`src/rtl/nanaseg_scan.sv`:
```
// Three-digit 7-segment scan driver: per-frame snapshot of the decoded digits,
// one digit per DIV-cycle slot, each slot opening with a BLANK-cycle dark window.
//
// state (slot) | meaning
// SLOT_ONES    | driving the ones digit (frame start, snapshot taken at cnt 0)
// SLOT_TENS    | driving the tens digit
// SLOT_HUND    | driving the hundreds digit (frame_tick armed at its last cycle)
// SLOT_BAD     | unreachable; recovers to SLOT_ONES with cnt 0
`timescale 1ns/1ps

module nanaseg_scan #(
   parameter int unsigned DIV            = 1000,
   parameter int unsigned BLANK          = 16,
   parameter bit          SEG_ACTIVE_LOW = 1'b1,
   parameter bit          DIG_ACTIVE_LOW = 1'b1
) (
   input  logic       clk,
   input  logic       rst,
   input  logic [6:0] seg_dig1,
   input  logic [6:0] seg_dig2,
   input  logic [6:0] seg_dig3,
   input  logic [2:0] dig_en,
   output logic [6:0] seg_out,
   output logic [2:0] dig_sel,
   output logic       frame_tick
);

   localparam int unsigned     CW        = (DIV > 1) ? $clog2(DIV) : 1;
   localparam logic [CW-1:0]   CNT_LAST  = CW'(DIV - 1);
   localparam logic [CW-1:0]   CNT_BLANK = CW'(BLANK);
   localparam logic [6:0]      SEG_OFF   = SEG_ACTIVE_LOW ? 7'h7F : 7'h00;
   localparam logic [2:0]      DIG_OFF   = DIG_ACTIVE_LOW ? 3'h7 : 3'h0;

   typedef enum logic [1:0] {
      SLOT_ONES = 2'd0,
      SLOT_TENS = 2'd1,
      SLOT_HUND = 2'd2,
      SLOT_BAD  = 2'd3
   } slot_e;

   slot_e           slot_q, slot_d;
   logic [CW-1:0]   cnt_q, cnt_d;
   logic [6:0]      sh1_q, sh2_q, sh3_q;
   logic [2:0]      en_sh_q;
   logic            snap_ld;

   logic [6:0]      seg_out_q, seg_out_d;
   logic [2:0]      dig_sel_q, dig_sel_d;
   logic            tick_q, tick_d;

   // state register
   always_ff @(posedge clk or posedge rst) begin
      if (rst) begin
         cnt_q  <= '0;
         slot_q <= SLOT_ONES;
      end else begin
         cnt_q  <= cnt_d;
         slot_q <= slot_d;
      end
   end

   // next state
   always_comb begin
      cnt_d  = cnt_q;
      slot_d = slot_q;
      if (slot_q == SLOT_BAD) begin
         cnt_d  = '0;
         slot_d = SLOT_ONES;
      end else if (cnt_q == CNT_LAST) begin
         cnt_d = '0;
         case (slot_q)
            SLOT_ONES: slot_d = SLOT_TENS;
            SLOT_TENS: slot_d = SLOT_HUND;
            default:   slot_d = SLOT_ONES;
         endcase
      end else begin
         cnt_d = cnt_q + CW'(1);
      end
   end

   // Snapshot only at frame start so a mid-frame value change never tears.
   assign snap_ld = (cnt_q == '0) && (slot_q == SLOT_ONES);

   always_ff @(posedge clk or posedge rst) begin
      if (rst) begin
         sh1_q   <= '0;
         sh2_q   <= '0;
         sh3_q   <= '0;
         en_sh_q <= '0;
      end else if (snap_ld) begin
         sh1_q   <= seg_dig1;
         sh2_q   <= seg_dig2;
         sh3_q   <= seg_dig3;
         en_sh_q <= dig_en;
      end
   end

   // output decode; BLANK >= 1 guarantees break-before-make between digits
   always_comb begin
      logic [2:0] sel_act;
      logic [6:0] pat_act;
      logic       en_act;
      sel_act = 3'b000;
      pat_act = 7'h00;
      en_act  = 1'b0;
      case (slot_q)
         SLOT_ONES: begin sel_act = 3'b001; pat_act = sh1_q; en_act = en_sh_q[0]; end
         SLOT_TENS: begin sel_act = 3'b010; pat_act = sh2_q; en_act = en_sh_q[1]; end
         SLOT_HUND: begin sel_act = 3'b100; pat_act = sh3_q; en_act = en_sh_q[2]; end
         default:   begin sel_act = 3'b000; pat_act = 7'h00; en_act = 1'b0;       end
      endcase
      if ((cnt_q >= CNT_BLANK) && en_act) begin
         dig_sel_d = sel_act ^ {3{DIG_ACTIVE_LOW}};
         seg_out_d = pat_act ^ {7{SEG_ACTIVE_LOW}};
      end else begin
         dig_sel_d = DIG_OFF;
         seg_out_d = SEG_OFF;
      end
      tick_d = (cnt_q == CNT_LAST) && (slot_q == SLOT_HUND);
   end

   always_ff @(posedge clk or posedge rst) begin
      if (rst) begin
         dig_sel_q <= DIG_OFF;
         seg_out_q <= SEG_OFF;
         tick_q    <= 1'b0;
      end else begin
         dig_sel_q <= dig_sel_d;
         seg_out_q <= seg_out_d;
         tick_q    <= tick_d;
      end
   end

   assign dig_sel    = dig_sel_q;
   assign seg_out    = seg_out_q;
   assign frame_tick = tick_q;

endmodule

```
`config.mk`:
```
export PLATFORM = sky130hd
export DESIGN_NAME = nanaseg_scan
export DESIGN_NICKNAME = d
export VERILOG_FILES = /design/src/rtl/nanaseg_scan.sv
export SDC_FILE = /design/constraint.sdc
export NUM_CORES = 1
export LEC_CHECK = 0
export ABC_CLOCK_PERIOD_IN_PS = 2800
export CORE_ASPECT_RATIO = 0.8
export CORE_UTILIZATION = 56
export DETAILED_ROUTE_END_ITERATION = 16
export PLACE_DENSITY = 0.84
export SLEW_MARGIN = 0
export SYNTH_ARGS = -nofsm -noshare
export SYNTH_HDL_FRONTEND = slang
export SYNTH_SLANG_ARGS = --single-unit
```
`constraint.sdc`:
```
create_clock -name clk -period 2.8 [get_ports clk]
set_clock_uncertainty 0.05 [all_clocks]
set_input_delay 0.56 -clock clk [delete_from_list [all_inputs] [get_ports clk]]
set_output_delay 0.56 -clock clk [all_outputs]
set_load 0.02 [all_outputs]
```
# == After elaboration in Yosys (flattened, before gate mapping) ==
# Index checks and enable logic that the tools add are counted.
# op_classes
add_sub_neg,1
magnitude_cmp,1
eq_ne,4
n_mux,10
bitwise,2
n_reduce_logical,6
# ops
op,n
7-bit one-hot mux with 3 select lines,1
10-bit two-way mux,2
10-bit by 1-bit adder with 10-bit output (second input constant),1
10-bit == test (second input constant),1
10-bit by 5-bit >= comparator with 1-bit output (second input constant),1
10-bit zero test,1
3-bit one-hot mux with 3 select lines,1
7-bit two-way mux,1
7-bit inverter,1
2-bit == test (second input constant),2
2-bit two-way mux,2
2-bit one-hot mux with 2 select lines,1
1-bit logical AND,3
3-bit two-way mux,1
3-bit inverter,1
1-bit one-hot mux with 3 select lines,1
2-bit by 1-bit == test with 1-bit output (second input constant),1
2-bit zero test,1
2-bit nonzero test,1
# word_totals
register_bits,47
out_inout_bits,11
word_cells,33

# == Logic depth before layout (Yosys ltp) ==
# Gate-level depths: netlist (run 1).
# depth
word_depth,4
ltp_mapped,5
mapped_depth_nobuf,4

# == Worst setup path after synthesis (run 1) ==
# OpenSTA, ideal clock, no wires.
# synth_path
path_type,flip-flop to flip-flop
startpoint,register slot_q[1]
endpoint,register en_sh_q[0]
setup_ps,125
arrival_time_ps,1462
required_time_ps,2625
setup_slack_ps,1163
stages_incl_launch_ff,6
period_less_slack_ps,1637
cell_sequence,dfrtp_1 -> buf_6 -> nor4_2 -> nand4_4 -> buf_6 -> mux2_4
# synth_via
elab_chain_cells,2
# synth_lines
element,line_no,text
from (decl),41,"slot_e slot_q, slot_d;"
from (signal assigned),58,slot_q <= slot_d;
2-bit zero test,82,assign snap_ld = (cnt_q == '0) && (slot_q == SLOT_ONES);
1-bit logical AND,82,
to (signal assigned),94,en_sh_q <= dig_en;
to (decl),44,logic [2:0] en_sh_q;
# No other way between the ends.
# A chain may end at the register's enable or synchronous reset.

# == Worst setup path in the final report (run 1) ==
# layout_path
startpoint,"register seg_out_q[1], in the netlist seg_out[1]"
endpoint,output seg_out[1]
# layout_rtl
element,line_no,text
from (decl),47,"logic [6:0] seg_out_q, seg_out_d;"
from (signal assigned),129,seg_out_q <= seg_out_d;
to (decl),23,"output logic [6:0] seg_out,"
# No word-level cell between the ends.

==> metrics.log, run 1 <==
[metrics] synthesized flop and latch total: 47
[metrics] share of post-route cells with drive strength above 1: 25.2%
[metrics] launch point of the critical path: seg_out[1]
[metrics] number of antenna-violating nets in the routed design: 0
[metrics] detailed-route vias per instance: 5.79
[metrics] DRT Wirelength: approximately 4 mm
[metrics] multi-input combinational cell area: 915 um^2
[metrics] number of levels the H-tree was split into: 2
[metrics] highest ir drop seen on vdd: 0.000405 V
[metrics] TritonCTS clock tree: built
[metrics] register-to-register setup slack: 790 ps
[metrics] max cap viols: 0
[metrics] number of standard cells in the layout, taps in and fillers out: 244
[metrics] Final min period: 2030 ps
[metrics] endpoints failing setup: 0
[metrics] internal portion of total power: 1.04 mW
[metrics] vertical die dimension: 57.7 um
[metrics] startpoint kind of the worst setup timing path: flop
[metrics] pin slew with the least headroom to its limit: 781 ps
[metrics] Net Sw Frac: 20.8%
[metrics] max-slew violation count: 0
[metrics] remaining routing DRC violations: 0
[metrics] count of hold-fix buffers inserted at cts: 0
[metrics] detailed-router iteration count before antenna repair: 4
[metrics] Avg Synthesized Cell Area: 13.6 um^2
[metrics] final antenna diode count: 0
[metrics] # resized after CTS: 0
[metrics] launch instance of the worst min-delay path: cnt_q[0]
[metrics] placer's final routability congestion estimate: 0.803
[metrics] CTS root buf: sky130_fd_sc_hd__clkbuf_8
[metrics] worst skew pair latency: 290 ps
[metrics] setup repair after global routing missed its margin: no
[metrics] CP peak stage delay: ~600 ps
[metrics] violation count after the first detailed-routing iteration: 118
[metrics] Setup Buffers After CTS: 0
[metrics] vias after detailed routing: 1413
[metrics] number of input and output port buffers inserted: 36
[metrics] type of destination of the critical path: output port
[metrics] relative contribution of the clock network to total power: 37.0%
[metrics] summed instance area of the synthesized netlist: 2170 um^2
[metrics] leakage component of the power: approximately 1.2 nW
[metrics] FF/Latch Area: 1190 um^2
[metrics] share of total power in combinational logic: 8.4%
[metrics] # clock sinks: between 40 and 50
[metrics] Cell variety after synth: 37
[metrics] Cell Rows: 19
[metrics] nets in the synthesized netlist: between 150 and 200
[metrics] cell count along the critical path: 1
[metrics] final-layout fill cell count: 219
[metrics] initial core utilization: about three fifths
[metrics] maximum number of pins on one net before global-route repair: 25
[metrics] detailed placement HPWL: a little under 3 mm
[metrics] wire length of the first global-routing pass: 6.86 mm
[metrics] reported net switching power: 0.273 mW
[metrics] slowest cell on the critical path: sky130_fd_sc_hd__clkdlybuf4s50_1
[metrics] total count of hold-check failures in the final report: 0
[metrics] overall global routing resource usage: 21.7%
[metrics] Num CTS Buffers: 5
[metrics] # nets final: 229
[metrics] Synth warnings: 0
[metrics] cells along the critical path: clkdlybuf4s50_1
[metrics] origin of the critical flop-to-flop path: cnt_q[5]
[metrics] kind of critical path: reg -> out
[metrics] sequential cell area fraction in the yosys report: between 50% and 60%
[metrics] final worst-path cycle share: 72.6%
[metrics] family with the most delay on the worst path: buffers and inverters
[metrics] timing endpoint of the critical path: seg_out[1]
[metrics] Worst-path clk slew: 90 ps
[metrics] num ports: 37
[metrics] floorplan die width: between 70 and 80 um
[metrics] average wire per cell in the routed design: 16.4 um
[metrics] initial antenna violation count: 0
[metrics] core footprint: 3570 um^2
[metrics] critical path fanouts, max: 1
[metrics] Reg2Reg Depth: 3
[metrics] required time at the endpoint of the critical path: 2190 ps
[metrics] area delta synth->final: 24.0%
[metrics] die footprint: 4130 um^2
[metrics] P per Cell Area: 488 nW/um^2
[metrics] proportion of power drawn by flip-flops and latches: between 50% and 60%
[metrics] destination of the worst register-to-register timing path: sh2_q[6]
[metrics] via count of the first global-routing pass: 1430
[metrics] maximum clock path buffer count: 2
[metrics] type of the tightest min-delay check: reg -> reg
[metrics] combined buffer and inverter count along the critical path: 1
[metrics] CP Data Arrival Time: 1420 ps
[metrics] Total Neg Setup Slack: 0 ps
[metrics] maximum operating frequency: ~500 MHz
[metrics] instance count of the mapped netlist: 160
[metrics] Cell Count Post-Placement: ~240
[metrics] status: finished clean
[metrics] global route total overflow: 0
[metrics] Max-Slew Margin vs Limit: 47.9%
==> cells in the final DEF, fill, tap and decap left out, types with 2 or more instances in the layout <==
cell type	count
sky130_fd_sc_hd__dfrtp_1	37
sky130_fd_sc_hd__clkdlybuf4s50_1	36
sky130_fd_sc_hd__mux2_4	20
sky130_fd_sc_hd__nand3_1	13
sky130_fd_sc_hd__dfstp_2	10
sky130_fd_sc_hd__mux2i_1	9
sky130_fd_sc_hd__o2bb2ai_1	8
sky130_fd_sc_hd__nor2_1	7
sky130_fd_sc_hd__inv_1	5
sky130_fd_sc_hd__a21oi_1	5
sky130_fd_sc_hd__clkbuf_8	5
sky130_fd_sc_hd__nand2_1	4
sky130_fd_sc_hd__o21ai_0	4
sky130_fd_sc_hd__mux2_2	4
sky130_fd_sc_hd__buf_4	3
sky130_fd_sc_hd__nand4_1	2
sky130_fd_sc_hd__o31ai_1	2
sky130_fd_sc_hd__or3_1	2
sky130_fd_sc_hd__xor2_1	2
sky130_fd_sc_hd__ha_1	2
==> registers in the layout, indices dropped and copies added (netlist names), 2 cells and up <==
name     flops
cnt_q       10
seg_out      7
sh1_q        7
sh2_q        7
sh3_q        7
dig_sel      3
en_sh_q      3
slot_q       2
==> how the worst min path moves through the flow <==
| stage | end | slack [ps] | cells after the start |
|---|---|---|---|
| 6_report | cnt_q[0] | 460 | 1 |
| 5_1_grt | sh2_q[4] | 480 | 1 |
| 3_5_place_dp | cnt_q[0] | 440 | 1 |
| 3_3_place_gp | cnt_q[0] | 440 | 1 |
| 2_1_floorplan | cnt_q[0] | 400 | 1 |
| 4_1_cts | cnt_q[0] | 460 | 1 |
==> power groups by stage <==
stage | Clock, mW | Combinational (mW) | Sequential, mW
final | 0.486 | 0.110 | 0.719
after global routing | 0.529 | 0.119 | 0.721
after CTS | 0.496 | 0.112 | 0.719
after detailed placement | 0 | 0.112 | 0.731
after global placement | 0 | 0.107 | 0.730
after floorplan | 0 | 0.0443 | 0.736
==> metal layers <==
layer  global-route usage (%)  wire length (um)  up-vias
li1                         -                 -      668
met1                     32.0              1960      700
met2                     32.6              1850       40
met3                     5.22               164        5
met4                     5.88                24        0
met5                        0                 0        -
==> cell usage after synthesis (all sizes together) <==
cell | n | area [um^2]
o21a | 1 | 7.51
nand2 | 4 | 15.0
nor2b | 1 | 6.26
mux2i | 9 | 90.1
and3 | 1 | 6.26
and4 | 1 | 8.76
o31ai | 2 | 15.0
or4 | 1 | 7.51
nand2b | 1 | 6.26
nor4 | 2 | 33.8
nand4 | 3 | 33.8
dfrtp | 37 | 926
buf | 4 | 38.8
clkbuf | 2 | 7.51
inv | 6 | 22.5
xnor2 | 1 | 8.76
a211oi | 1 | 7.51
dfstp | 10 | 263
ha | 2 | 25.0
nand3 | 13 | 65.1
nand4bb | 1 | 11.3
nand3b | 1 | 7.51
xor2 | 2 | 17.5
o2bb2ai | 8 | 70.1
o21ai | 4 | 20.0
nor2 | 7 | 26.3
and4bb | 1 | 12.5
a21oi | 5 | 25.0
or3 | 2 | 12.5
a21boi | 1 | 7.51
o221a | 1 | 11.3
mux2 | 25 | 357
==> logic make-up (layout without fill, tap and decap cells) <==
| group | after synthesis | after routing | synth area share [%] |
|---|---|---|---|
| xor gates and xnor gates | 3 | 3 | 1.21 |
| DFF | 47 | 47 | 54.7 |
| and+or+nand+nor | 39 | 39 | 11.6 |
| adders and majority gates | 2 | 2 | 1.15 |
| buffers and inverters | 12 | 54 | 3.17 |
| muxes | 34 | 34 | 20.6 |
| AOI/OAI and AO/OA | 23 | 23 | 7.55 |
==> layout make-up <==
class                   instances  area share (%)
repair buffers                 40            15.0
clock buffers                   5            2.55
flip-flops and latches         47            44.1
clock inverters                 3            1.63
well taps                      42            1.95
inverters                       6           0.836
multi-input cells             101            34.0
==> per-stage QoR <==
stage	utilization [%]	hold WS, ps	total power [mW]	setup WS (ps)	cell area (um^2)
after floorplan	-	405	0.780	1090	2170
after global placement	72.4	439	0.838	856	2580
after detailed placement	72.4	441	0.843	791	2580
after CTS	75.5	456	1.33	755	2690
after global routing	75.5	482	1.37	649	2690
final	75.5	461	1.32	768	2690
Power figures use the tool's default switching activity.
==> run 2: changes to the inputs <==
--- a/config.mk
+++ b/config.mk
@@ -5,11 +5,11 @@
 export SDC_FILE = /design/constraint.sdc
 export NUM_CORES = 1
 export LEC_CHECK = 0
-export ABC_CLOCK_PERIOD_IN_PS = 2800
+export ABC_CLOCK_PERIOD_IN_PS = 2100
 export CORE_ASPECT_RATIO = 0.8
-export CORE_UTILIZATION = 56
+export CORE_UTILIZATION = 52
 export DETAILED_ROUTE_END_ITERATION = 16
-export PLACE_DENSITY = 0.84
+export PLACE_DENSITY = 0.79
 export SLEW_MARGIN = 0
 export SYNTH_ARGS = -nofsm -noshare
 export SYNTH_HDL_FRONTEND = slang
==> constraint.sdc (replaced) <==
create_clock -name clk -period 2.1 [get_ports clk]
set_clock_uncertainty 0.05 [all_clocks]
set_input_delay 0.42 -clock clk [delete_from_list [all_inputs] [get_ports clk]]
set_output_delay 0.42 -clock clk [all_outputs]
set_load 0.02 [all_outputs]
==> run 2 against run 1 <==
Net effect: wire length increased by 0.98%; global-route usage shrank 1.3 points; largest power group unchanged; non-clock buffer count rose by 2; design area increased by 0.93%.
==> metrics.log, run 2 (same netlist as run 1, synthesis figures left out) <==
[metrics] remaining routing DRC violations: 0
[metrics] detailed placement HPWL: 2.74 mm
[metrics] # resized after CTS: 0
[metrics] Max-Slew Margin vs Limit: 55.6%
[metrics] relative contribution of the clock network to total power: 37.2%
[metrics] number of levels the H-tree was split into: 2
[metrics] maximum number of pins on one net before global-route repair: 48
[metrics] internal portion of total power: roughly 1.4 mW
[metrics] Num CTS Buffers: 5
[metrics] highest ir drop seen on vdd: 0.000353 V
[metrics] CP Data Arrival Time: 1440 ps
[metrics] required time at the endpoint of the critical path: 1630 ps
[metrics] number of antenna-violating nets in the routed design: 0
[metrics] initial core utilization: 55.6%
[metrics] core footprint: 3900 um^2
[metrics] via count of the first global-routing pass: around 1300
[metrics] number of input and output port buffers inserted: 36
[metrics] # clock sinks: 47
[metrics] proportion of power drawn by flip-flops and latches: between 50% and 60%
[metrics] CTS root buf: sky130_fd_sc_hd__clkbuf_8
[metrics] endpoints failing setup: 0
[metrics] # nets final: 231
[metrics] count of hold-fix buffers inserted at cts: 0
[metrics] final core occ: between 60% and 70%
[metrics] Finished Cell Area: 2720 um^2
[metrics] P per Cell Area: 647 nW/um^2
[metrics] area delta synth->final: 25.2%
[metrics] combined buffer and inverter count along the critical path: 1
[metrics] leakage component of the power: 1.15 nW
[metrics] Worst-path clk slew: approximately 90 ps
[metrics] Total Neg Setup Slack: 0 ps
[metrics] family with the most delay on the worst path: buffers and inverters
[metrics] total count of hold-check failures in the final report: 0
[metrics] final worst-path cycle share: 90.8%
[metrics] num ports: 37
[metrics] maximum operating frequency: 525 MHz
[metrics] startpoint kind of the worst setup timing path: flop
[metrics] Cell Rows: 20
[metrics] type of destination of the critical path: output port
[metrics] final antenna diode count: 0
[metrics] type of the tightest min-delay check: in -> async
[metrics] overall global routing resource usage: between 20 and 25%
[metrics] Post-Place Cell Area: 2610 um^2
[metrics] cells along the critical path: clkdlybuf4s50_1
[metrics] CP peak stage delay: around 600 ps
[metrics] critical path fanouts, max: 1
[metrics] Final min period: 1910 ps
[metrics] detailed-route vias per instance: 5.51
[metrics] share of post-route cells with drive strength above 1: 24.5%
[metrics] worst skew pair latency: 300 ps
[metrics] placer's final routability congestion estimate: a little under 0.8
[metrics] Setup Buffers After CTS: 0
[metrics] average wire per cell in the routed design: around 16 um
[metrics] TritonCTS clock tree: built
[metrics] leading cell type in the layout, fill and taps excluded: sky130_fd_sc_hd__dfrtp_1
[metrics] share of total power in combinational logic: 8.3%
[metrics] die footprint: 4440 um^2
[metrics] reported net switching power: 0.366 mW
[metrics] global route total overflow: 0
[metrics] kind of critical path: reg -> out
[metrics] pin slew with the least headroom to its limit: 661 ps
[metrics] vertical die dimension: 59.8 um
[metrics] commonest cells after routing, fill and taps aside: sky130_fd_sc_hd__dfrtp_1 (37), sky130_fd_sc_hd__clkdlybuf4s50_1 (36), sky130_fd_sc_hd__mux2_4 (20)
[metrics] number of flip-flops under the largest register name: 10
[metrics] maximum clock path buffer count: 2
[metrics] setup repair after global routing missed its margin: no
[metrics] DRT Wirelength: 4.03 mm
[metrics] slowest cell on the critical path: sky130_fd_sc_hd__clkdlybuf4s50_1
[metrics] max-slew violation count: 0
[metrics] max cap viols: 0
[metrics] wire length of the first global-routing pass: roughly 6.5 mm
[metrics] detailed-router iteration count before antenna repair: 4
[metrics] vias after detailed routing: 1428
[metrics] register with the highest flop count: cnt_q
[metrics] initial antenna violation count: 0
[metrics] floorplan die width: 74.3 um
[metrics] violation count after the first detailed-routing iteration: 100
[metrics] status: finished clean
[metrics] Net Sw Frac: 20.8%
run 2: changes by cell type in the layout (fill, tap and decap cells not counted), sizes merged:
cell	previous run	this run
buf	4	6
clkbuf	5	7
clkinv	2	1
inv	6	5
run 2: layout make-up:
class | count | area [um^2]
inverter | 6 | 22.5
tap | 55 | 68.8
timing repair buffer | 42 | 418
clock buffer | 7 | 76.3
multi-input combinational | 101 | 915
fill | 301 | 1180
sequential | 47 | 1190
clock inverter | 1 | 30.0
run 2: power by group through the flow:
stage	Sequential (mW)	Clock, mW	Combinational, mW
floorplan	0.981	0	0.0591
global placement	0.974	0	0.144
detailed placement	0.975	0	0.149
CTS	0.958	0.661	0.150
global route	0.962	0.701	0.159
finish	0.958	0.654	0.146
run 2: metrics by stage:
step	setup slack (ps)	std cells	hold slack (ps)	total power, mW
after detailed placement	356	251	432	1.12
after CTS	180	259	421	1.77
after floorplan	463	160	405	1.04
after global routing	151	259	447	1.82
after global placement	389	251	425	1.12
final	194	259	413	1.76
run 2: worst paths after layout:
path                             from          to  slack [ps]  cells past startpoint
min in group clk             cnt_q[0]    cnt_q[0]         440                      1
max in group asynchronous         rst  seg_out[3]        1310                      3
setup / recovery           seg_out[2]  seg_out[2]         190                      1
hold reg to reg              cnt_q[0]    cnt_q[0]         440                      1
hold / removal                    rst  en_sh_q[2]         410                      3
setup reg to reg             cnt_q[5]    sh1_q[4]         340                      4
run 2: routing by layer:
metal | global-route usage (%) | vias up | wire length (um)
li1 | - | 668 | -
met1 | 26.7 | 717 | 1870
met2 | 31.6 | 38 | 1970
met3 | 7.08 | 5 | 154
met4 | 7.28 | 0 | 38
met5 | 0 | - | 0
